$ cat src/rtl/bcd_sv_ff.sv
// bcd_sv_ff: sequential binary-to-ASCII-decimal converter.
// Converts a 14-bit unsigned value into four ASCII decimal digits with a
// shift-and-add-3 (double-dabble) engine, one shift per clock. The operand
// saturates to 9999. The result is held with a done flag until the request
// is withdrawn.
//
// Ports:
//   clk          system clock, rising edge
//   rst          asynchronous active-low reset
//   bin_in       14-bit unsigned operand, latched on the request-sampling edge
//   cross_ready  level request, held high until bcd_ready is seen
//   ascii_out    four ASCII digits, thousands in [31:24] down to units in [7:0]
//   bcd_ready    level, high while ascii_out holds a completed conversion
module bcd_sv_ff (
  input  logic        clk,
  input  logic        rst,
  input  logic [13:0] bin_in,
  input  logic        cross_ready,
  output logic [31:0] ascii_out,
  output logic        bcd_ready
);

  typedef enum logic [1:0] {StIdle, StShift, StDone} state_e;

  localparam logic [13:0] MaxVal   = 14'd9999;
  localparam logic [3:0]  LastIter = 4'd13;  // counter value during the 14th shift
  localparam logic [31:0] AsciiZeros = 32'h3030_3030;

  state_e      state_q;
  logic [13:0] bin_q;
  logic [15:0] bcd_q;
  logic [3:0]  cnt_q;
  logic [15:0] bcd_adj;

  // Add-3 correction on every BCD nibble that would overflow past 9 when doubled.
  always_comb begin
    bcd_adj = bcd_q;
    for (int k = 0; k < 4; k++) begin
      if (bcd_q[4*k +: 4] >= 4'd5) begin
        bcd_adj[4*k +: 4] = bcd_q[4*k +: 4] + 4'd3;
      end
    end
  end

  always_ff @(posedge clk or negedge rst) begin
    if (!rst) begin
      state_q   <= StIdle;
      bin_q     <= '0;
      bcd_q     <= '0;
      cnt_q     <= '0;
      ascii_out <= AsciiZeros;
      bcd_ready <= 1'b0;
    end else begin
      case (state_q)
        StIdle: begin
          if (cross_ready) begin
            bin_q   <= (bin_in > MaxVal) ? MaxVal : bin_in;
            bcd_q   <= '0;
            cnt_q   <= '0;
            state_q <= StShift;
          end
        end
        StShift: begin
          if (!cross_ready) begin
            // Abort: outputs untouched, nothing reported.
            state_q <= StIdle;
          end else begin
            {bcd_q, bin_q} <= {bcd_adj, bin_q} << 1;
            cnt_q          <= cnt_q + 4'd1;
            if (cnt_q == LastIter) begin
              state_q <= StDone;
            end
          end
        end
        StDone: begin
          if (!cross_ready) begin
            bcd_ready <= 1'b0;
            state_q   <= StIdle;
          end else if (!bcd_ready) begin
            // First cycle in DONE publishes the digits; 8'h30 + d == {4'h3, d}.
            ascii_out <= {4'h3, bcd_q[15:12], 4'h3, bcd_q[11:8],
                          4'h3, bcd_q[7:4],   4'h3, bcd_q[3:0]};
            bcd_ready <= 1'b1;
          end
        end
        default: state_q <= StIdle;
      endcase
    end
  end

endmodule

$ cat config.mk
export PLATFORM = sky130hd
export DESIGN_NAME = bcd_sv_ff
export DESIGN_NICKNAME = d
export VERILOG_FILES = /design/src/rtl/bcd_sv_ff.sv
export SDC_FILE = /design/constraint.sdc
export NUM_CORES = 1
export LEC_CHECK = 0
export CAP_MARGIN = 25
export CORE_MARGIN = 5
export CORE_UTILIZATION = 50
export CTS_CLUSTER_DIAMETER = 30
export DETAILED_ROUTE_END_ITERATION = 7
export DONT_BUFFER_PORTS = 1
export PLACE_DENSITY = 0.66
export SYNTH_ARGS = -nofsm -noshare
export SYNTH_HDL_FRONTEND = slang
export SYNTH_SLANG_ARGS = --single-unit
$ cat constraint.sdc
create_clock -name clk -period 4.5 [get_ports clk]
set_clock_uncertainty 0.2 [all_clocks]
set_input_delay 0 -clock clk [delete_from_list [all_inputs] [get_ports clk]]
set_output_delay 0 -clock clk [all_outputs]
set_load 0.01 [all_outputs]
==> results of run 1 <==
## layout by cell type (no fill, tap or decap), types with 10 or more instances in the layout
| cell | instances |
|---|---|
| dfrtp_1 | 53 |
| inv_1 | 22 |
| dlygate4sd3_1 | 19 |
| nand2_1 | 16 |
| conb_1 | 16 |
| o21ai_0 | 14 |
| mux2_4 | 10 |
| ha_1 | 10 |
## sequential cells by signal, summed over array words and instances, names as in the netlist
name	count
ascii_out	16
bcd_q	16
bin_q	14
cnt_q	4
state_q	2
bcd_ready	1
## metrics by stage
stage	instances	cell area (um^2)
after global placement	308	2750
after detailed placement	308	2750
after global routing	336	3070
after floorplan	262	2830
after CTS	335	3060
final	336	3070
## power breakdown
part           total (W)  internal [W]  switching [W]
combinational   0.000113     0.0000542      0.0000590
clock           0.000281      0.000122       0.000159
sequential      0.000527      0.000504      0.0000237
total           0.000922      0.000680       0.000242
## layer usage
| layer | track usage, % | vias up | share of wire, % |
|---|---|---|---|
| li1 | - | 898 | - |
| met1 | 20.8 | 913 | 47 |
| met2 | 24.2 | 41 | 46 |
| met3 | 4.02 | 9 | 4.9 |
| met4 | 5.04 | 0 | 1.7 |
| met5 | 0 | - | 0 |
## logic make-up after synthesis
logic type	after synthesis	share of synthesized area (%)
multiplexers	18	8.64
flip-flops	53	47.7
AND/OR/NAND/NOR	48	10.5
buffers and inverters	48	9.31
other	2	0.270
adder cells (fa/ha/maj)	10	4.50
XOR/XNOR	3	0.945
AO/OA/AOI/OAI	66	18.2
## timing repair
action / in CTS / in global routing
endpoints found under the hold margin: 85 / 0
hold buffers: 20 / 0
setup endpoints to repair: 0 / 0
## final timing paths
kind / slack [ns] / startpoint / depth (start not counted) / to
worst max-delay path: 2.13 / state_q[1] / 4 / bin_q[0]
worst min-delay path: 0.009 / rst / 2 / ascii_out[1]
worst max register to register: 2.13 / state_q[1] / 4 / bin_q[0]
worst min register to register: 0.30 / bin_q[12] / 2 / bin_q[12]
max in group asynchronous: 3.85 / rst / 2 / bin_q[13]
min in group clk: 0.07 / cross_ready / 3 / bin_q[7]
## area by class of cell
type / count / area share (%)
flip-flops and latches: 53 / 43.2
multi-input cells: 161 / 40.7
repair buffers: 21 / 7.58
well taps: 72 / 2.93
clock buffers: 6 / 2.69
inverters: 22 / 2.69
clock inverters: 1 / 0.244
## worst max-delay path, stage by stage (launching register included)
cell	delay [ns]
dfrtp_1	0.48
and2b_1	0.74
o21ai_0	0.16
a21oi_1	0.15
dlygate4sd3_1	0.57
==> results.yml, run 1 <==
detailed_routing:
  drtAntennaViolNets: 0
  viasPerCell: 5.54
  drc: 0
  wl_per_cell_um: 15.9
  vias: 1861
  wl_um: 5330
  first_pass_iters: 4
  drt_iter0_markers: 65
setup_path:
  endpoint_kind: "flip-flop"
  critPathKind: "reg2reg"
  critPathLaunchType: "flip-flop"
  required_ns: 4.55
  worstPathArrival_ns: 2.41
  worstPathMaxFanout: 23
cells_and_area:
  multi_input_area_um2: 1250
  n_antenna_cell: 0
  register_area_um2: 1330
  synthToLayoutAreaGrowth_pct: 10.4
  fillers: 494
  utilization_pct: 56.1
  nets: 291
  drive_above_1_share_pct: 13.3
grt:
  grt_pass1_wl_um: 9020
  grt_max_degree: 54
  antenna_found_initial: 0
  track_usage_pct: 15.4
  gr-total-overflow: 0
  grt_pass1_vias: 1847
synth:
  ys_seq_area_share_pct: 47.7
  syn-mean-instance-area_um2: 11.2
  synth_edf_count: 0
  yosys_warnings: 0
  ys_seq_elements: 53
  yosys-top-cells-area: "dfrtp_1, mux2_4, ha_1"
  postSynthCellCount: 248
  ys.flop_type: "dfrtp_1"
  synth_top_area_share_pct: 47.7
  yosysTopAreaCell: "dfrtp_1"
  ys_async_sr_fraction_pct: 100
  yosysUniqueCellTypes: 41
  yosysMostFrequentCell: "dfrtp_1"
  syn_area_um2: 2780
  synth_common_cells: "dfrtp_1, inv_1, buf_4, nand2_1, o21ai_0"
placement:
  dp_hpwl_um: 3390
  gp_congestion: 0.775
  place_ws_ns: 2.15
  portBuffers: 0
power_and_ir_drop:
  peakVddDrop_mv: 0.211
  power_density_nw_per_um2: 300
  power_w: 0.000922
  leakage_nw: 1.30
timing:
  layout_setup_ws_ns: 2.13
  slew_viol_final: 0
  period_share_pct: 52.6
  fmax_mhz: 423
  slew_headroom_pct: 40.8
  max_slew.worst_pin.slew_ns: 0.887
  fin_crit_ns: 2.37
  hold_violations: 0
  whs_ns: 0.00880
  setup_viol: 0
  final.setup.tns_ns: 0
  rsz0062_at_grt: "no"
clocking:
  cts_setup_buffers: 0
  clock_latency_ns: 0.31
  htreeDepth: 2
  path_clk_slew_ns: 0.10
  cts_resized: 0
  cts_buffer_depth: 2
  clock-root-buffer: "clkbuf_8"
  cts.sinks: 53
  cts_tree: "built"
  cts_inserted_buffers: 5
floorplanning:
  core_um2: 5470
  die_y_um: 84.6
  die-area_um2: 7150
  initial_core_util_pct: 50.8
  placementRows: 27
  ios: 50
  die_w_um: 84.6
status:
  status: "complete, no violations"
min_path:
  hold_path_class: "in2async"
flow_run:
  drv_cap: 0
(Power assumes the default switching activity.)
==> inputs of run 2 (changes only) <==
--- a/config.mk
+++ b/config.mk
@@ -11,7 +11,7 @@
 export CTS_CLUSTER_DIAMETER = 30
 export DETAILED_ROUTE_END_ITERATION = 7
 export DONT_BUFFER_PORTS = 1
-export PLACE_DENSITY = 0.66
+export PLACE_DENSITY = 0.69
 export SYNTH_ARGS = -nofsm -noshare
 export SYNTH_HDL_FRONTEND = slang
 export SYNTH_SLANG_ARGS = --single-unit
==> constraint.sdc (replaced) <==
create_clock -name clk -period 2 [get_ports clk]
set_clock_uncertainty 0.2 [all_clocks]
set_input_delay 0 -clock clk [delete_from_list [all_inputs] [get_ports clk]]
set_output_delay 0 -clock clk [all_outputs]
set_load 0.01 [all_outputs]
==> results.yml, run 2 (synthesis results as in run 1) <==
status:
  status: "complete, no violations"
detailed_routing:
  first_pass_iters: 4
  drt_iter0_markers: 84
  drc: 0
  drtAntennaViolNets: 0
  wl_per_cell_um: 15.3
  viasPerCell: 5.55
  wl_um: 5260
  vias: 1910
grt:
  grt_pass1_wl_um: 8860
  grt_max_degree: 54
  gr-total-overflow: 0
  grt_pass1_vias: 1930
  antenna_found_initial: 0
  track_usage_pct: 15.1
setup_path:
  required_ns: 1.98
  endpoint_kind: "flip-flop"
  reg2reg_depth: 5
  worstPathMaxFanout: 9
  critPathKind: "reg2reg"
  critPathLaunchType: "flip-flop"
  worstPathArrival_ns: 1.88
  r2r_start: "state_q[0]"
  regToRegSetupSlack_ns: 0.09
  r2r_end: "bin_q[11]"
power_and_ir_drop:
  power_w: 0.00210
  power_density_nw_per_um2: 673
  peakVddDrop_mv: 0.441
  leakage_nw: 1.34
floorplanning:
  die_y_um: 84.6
  ios: 50
  placementRows: 27
  die_w_um: 84.6
  initial_core_util_pct: 50.8
  die-area_um2: 7150
  core_um2: 5470
clocking:
  htreeDepth: 2
  cts_setup_buffers: 0
  cts_inserted_buffers: 5
  cts_tree: "built"
  cts_buffer_depth: 2
  cts.sinks: 53
  clock-root-buffer: "clkbuf_8"
  path_clk_slew_ns: 0.09
  clock_latency_ns: 0.30
timing:
  setup_viol: 0
  rsz0062_at_grt: "no"
  whs_ns: 0.0128
  hold_violations: 0
  fmax_mhz: 524
  max_slew.worst_pin.slew_ns: 0.740
  slew_headroom_pct: 50.5
  fin_crit_ns: 1.91
  final.setup.tns_ns: 0
  period_share_pct: 95.4
  slew_viol_final: 0
placement:
  placed_area_um2: 2820
  dp_cells: 317
  dp_hpwl_um: 3630
  portBuffers: 0
  gp_congestion: 0.797
cells_and_area:
  mostFrequentLayoutCells: "dfrtp_1, inv_1, dlygate4sd3_1, nand2_1, conb_1"
  drive_above_1_share_pct: 16.5
  final_cell_area_um2: 3130
  synthToLayoutAreaGrowth_pct: 12.4
  nets: 298
  reg_top3: "ascii_out: 16 flops, bcd_q: 16 flops, bin_q: 14 flops"
  final_common_cell: "dfrtp_1"
  fin_cells: 344
  n_antenna_cell: 0
min_path:
  hold_path_class: "in2async"
flow_run:
  drv_cap: 0
[run 2: worst max-delay path, cell delays in order, from the launching register on]
cell           delay, ns
dfrtp_2             0.44
buf_4               0.19
nand2b_1            0.11
a32oi_1             0.20
dlygate4sd3_1       0.56
o21ai_0             0.08
[run 2: repair_timing]
action                                  CTS  global route
hold buffers                             19             0
endpoints found under the hold margin    77             0
resized for setup                         0             1
endpoints found under the setup margin    0             2
[run 2: worst max-delay path by stage]
stage / depth (start not counted) / slack, ns / from / endpoint
2_1_floorplan: 4 / 0.28 / state_q[0] / ascii_out[0]
3_3_place_gp: 3 / 0.28 / state_q[0] / bin_q[3]
3_5_place_dp: 3 / 0.25 / state_q[1] / bin_q[1]
4_1_cts: 5 / 0.1 / state_q[0] / bin_q[12]
5_1_grt: 5 / 0.007 / state_q[0] / bin_q[11]
6_report: 5 / 0.09 / state_q[0] / bin_q[11]
[run 2: where the power goes]
| part | internal, W | leakage (nW) | total (W) | switching, W |
|---|---|---|---|---|
| sequential | 0.00113 | 0.698 | 0.00119 | 0.0000528 |
| clock | 0.000313 | 0.0542 | 0.000656 | 0.000343 |
| combinational | 0.000128 | 0.589 | 0.000262 | 0.000134 |
[run 2: area by class of cell]
type	count	area (um^2)
multi-input cells	161	1250
well taps	72	90.1
clock inverters	1	5.00
inverters	22	82.6
fillers	476	2350
repair buffers	28	275
clock buffers	7	96.3
flip-flops and latches	53	1330
[run 2: metal layers]
metal	GRT usage (%)	wire, um	up-vias
li1	-	-	909
met2	25.1	2520	41
met3	4.22	283	7
met1	19.1	2380	953
met4	4.75	76	0
met5	0	0	-
[run 2: stage by stage]
stage,setup slack [ns],utilization (%)
after floorplan,0.277,-
after global placement,0.284,51.4
after detailed placement,0.255,51.4
after CTS,0.0964,57.1
after global routing,0.00698,57.1
final,0.0928,57.1
==> inputs of run 3 (changes only) <==
--- a/config.mk
+++ b/config.mk
@@ -5,6 +5,7 @@
 export SDC_FILE = /design/constraint.sdc
 export NUM_CORES = 1
 export LEC_CHECK = 0
+export ABC_AREA = 1
 export CAP_MARGIN = 25
 export CORE_MARGIN = 5
 export CORE_UTILIZATION = 50
==> results.yml, run 3 <==
synth:
  ys_seq_elements: 53
  yosysUniqueCellTypes: 27
  synth_top_family_by_area: "simple AND/OR/NAND/NOR gates"
  syn-mean-instance-area_um2: 8.56
  yosys.area_share.simple_pct: 19.8
  yosysMostFrequentCell: "nand2_1"
  synth_common_cells: "nand2_1, dfrtp_1, inv_1"
  yosys-top-cells-area: "dfrtp_1, nand2_1, buf_4"
  synth_compound_area_share_pct: 14.2
  synth_top_area_share_pct: 46.9
  synth_xor_area_share_pct: 1.24
  synthMuxAreaShare_pct: 0
  yosys_warnings: 0
  ys_seq_area_share_pct: 46.9
  yosysTopAreaCell: "dfrtp_1"
  ys_async_sr_fraction_pct: 100
  synthAdderAreaFrac_pct: 4.43
  synth_edf_count: 0
  syn_area_um2: 2830
  postSynthCellCount: 330
  ys.flop_type: "dfrtp_1"
grt:
  grt_max_degree: 54
  antenna_found_initial: 0
  track_usage_pct: 15.5
  gr-total-overflow: 0
  grt_pass1_wl_um: 9210
  grt_pass1_vias: 2071
status:
  status: "complete, no violations"
clocking:
  cts_tree: "built"
  clock_latency_ns: 0.30
  cts_buffer_depth: 2
  htreeDepth: 2
  cts_inserted_buffers: 5
  clock-root-buffer: "clkbuf_8"
  cts.sinks: 53
  path_clk_slew_ns: 0.09
  cts_setup_buffers: 0
cells_and_area:
  mostFrequentLayoutCells: "nand2_1, dfrtp_1, inv_1, dlygate4sd3_1, nor2_1"
  nets: 376
  fin_cells: 422
  multi_input_area_um2: 1180
  drive_above_1_share_pct: 8.86
  fillers: 518
  register_area_um2: 1330
  n_antenna_cell: 0
  synthToLayoutAreaGrowth_pct: 9.57
  final_common_cell: "nand2_1"
  reg_top3: "ascii_out: 16 flops, bcd_q: 16 flops, bin_q: 14 flops"
timing:
  rsz0062_at_grt: "no"
  setup_viol: 0
  period_share_pct: 92.2
  whs_ns: 0.0246
  slew_viol_final: 0
  fin_crit_ns: 1.84
  final.setup.tns_ns: 0
  fmax_mhz: 542
  hold_violations: 0
floorplanning:
  core_um2: 5510
  ios: 50
  initial_core_util_pct: 51.3
  die_y_um: 85.2
  die_w_um: 85.2
  placementRows: 27
  die-area_um2: 7250
min_path:
  hold_path_class: "in2reg"
power_and_ir_drop:
  peakVddDrop_mv: 0.312
  power_w: 0.00207
  leakage_nw: 1.47
  power_density_nw_per_um2: 669
detailed_routing:
  vias: 2070
  viasPerCell: 4.91
  wl_um: 5230
  drt_iter0_markers: 90
  wl_per_cell_um: 12.4
  drc: 0
  drtAntennaViolNets: 0
  first_pass_iters: 4
setup_path:
  worstPathMaxFanout: 8
  critPathKind: "reg2reg"
  endpoint_kind: "flip-flop"
  critPathLaunchType: "flip-flop"
  required_ns: 2.00
  worstPathArrival_ns: 1.84
placement:
  portBuffers: 0
  dp_cells: 390
  gp_congestion: 0.767
  dp_hpwl_um: 3510
flow_run:
  drv_cap: 0
## run 3: repair_timing
| item | CTS | global route |
|---|---|---|
| gates resized for setup | 0 | 1 |
| endpoints found under the hold margin | 104 | 0 |
| setup endpoints to repair | 0 | 5 |
| hold buffers | 24 | 0 |
## run 3: cell families (layout without fill, tap and decap cells)
group | Yosys count | in the layout
buffers and inverters | 65 | 71
flip-flops | 53 | 53
adder cells (fa/ha/maj) | 10 | 10
other | 2 | 16
AND/OR/NAND/NOR | 130 | 130
XOR/XNOR | 4 | 4
AO/OA/AOI/OAI | 66 | 66
## run 3: layer usage
metal	vias to the layer above	track usage [%]	routed length, um
met5	-	0	0
met4	0	4.89	51
met3	4	3.40	250
met2	43	26.7	2650
met1	969	19.3	2280
li1	1054	-	-
## run 3: worst paths after layout
kind / startpoint / endpoint / slack (ns) / cells after the start
setup / recovery: state_q[0] / bin_q[3] / 0.16 / 7
max in group asynchronous: rst / state_q[0] / 1.34 / 2
min in group asynchronous: rst / ascii_out[16] / 0.03 / 2
hold reg to reg: bin_q[10] / bin_q[10] / 0.29 / 2
setup reg to reg: state_q[0] / bin_q[3] / 0.16 / 7
hold / removal: bin_in[12] / bin_q[7] / 0.02 / 5
## run 3: cell type report
cell class,count,area share (%)
clock buffers,6,2.34
clock inverters,2,0.323
inverters,38,4.77
multi-input cells,226,38.2
flip-flops and latches,53,42.9
well taps,72,2.91
repair buffers,25,8.57
## run 3: metrics by stage
step	worst slack, ns	area, um^2	utilization [%]
4_1_cts	0.0722	3090	56.2
3_5_place_dp	0.199	2750	50.0
2_1_floorplan	0.601	2880	-
5_1_grt	0.0526	3100	56.2
6_report	0.156	3100	56.2
3_3_place_gp	0.213	2750	50.0
## run 3: worst max-delay path, stage by stage, from the launching register on
cell	delay (ns)
dfrtp_2	0.51
inv_6	0.13
nor2_8	0.06
nor2_1	0.11
nand2_1	0.06
dlygate4sd3_1	0.57
nand2_1	0.06
nand2_1	0.04
## run 3: report_power, final
group          switching, W  total [W]  internal (W)  leakage, nW
registers         0.0000542    0.00119       0.00114        0.700
clock network      0.000339   0.000582      0.000244       0.0450
logic              0.000178   0.000297      0.000119        0.725
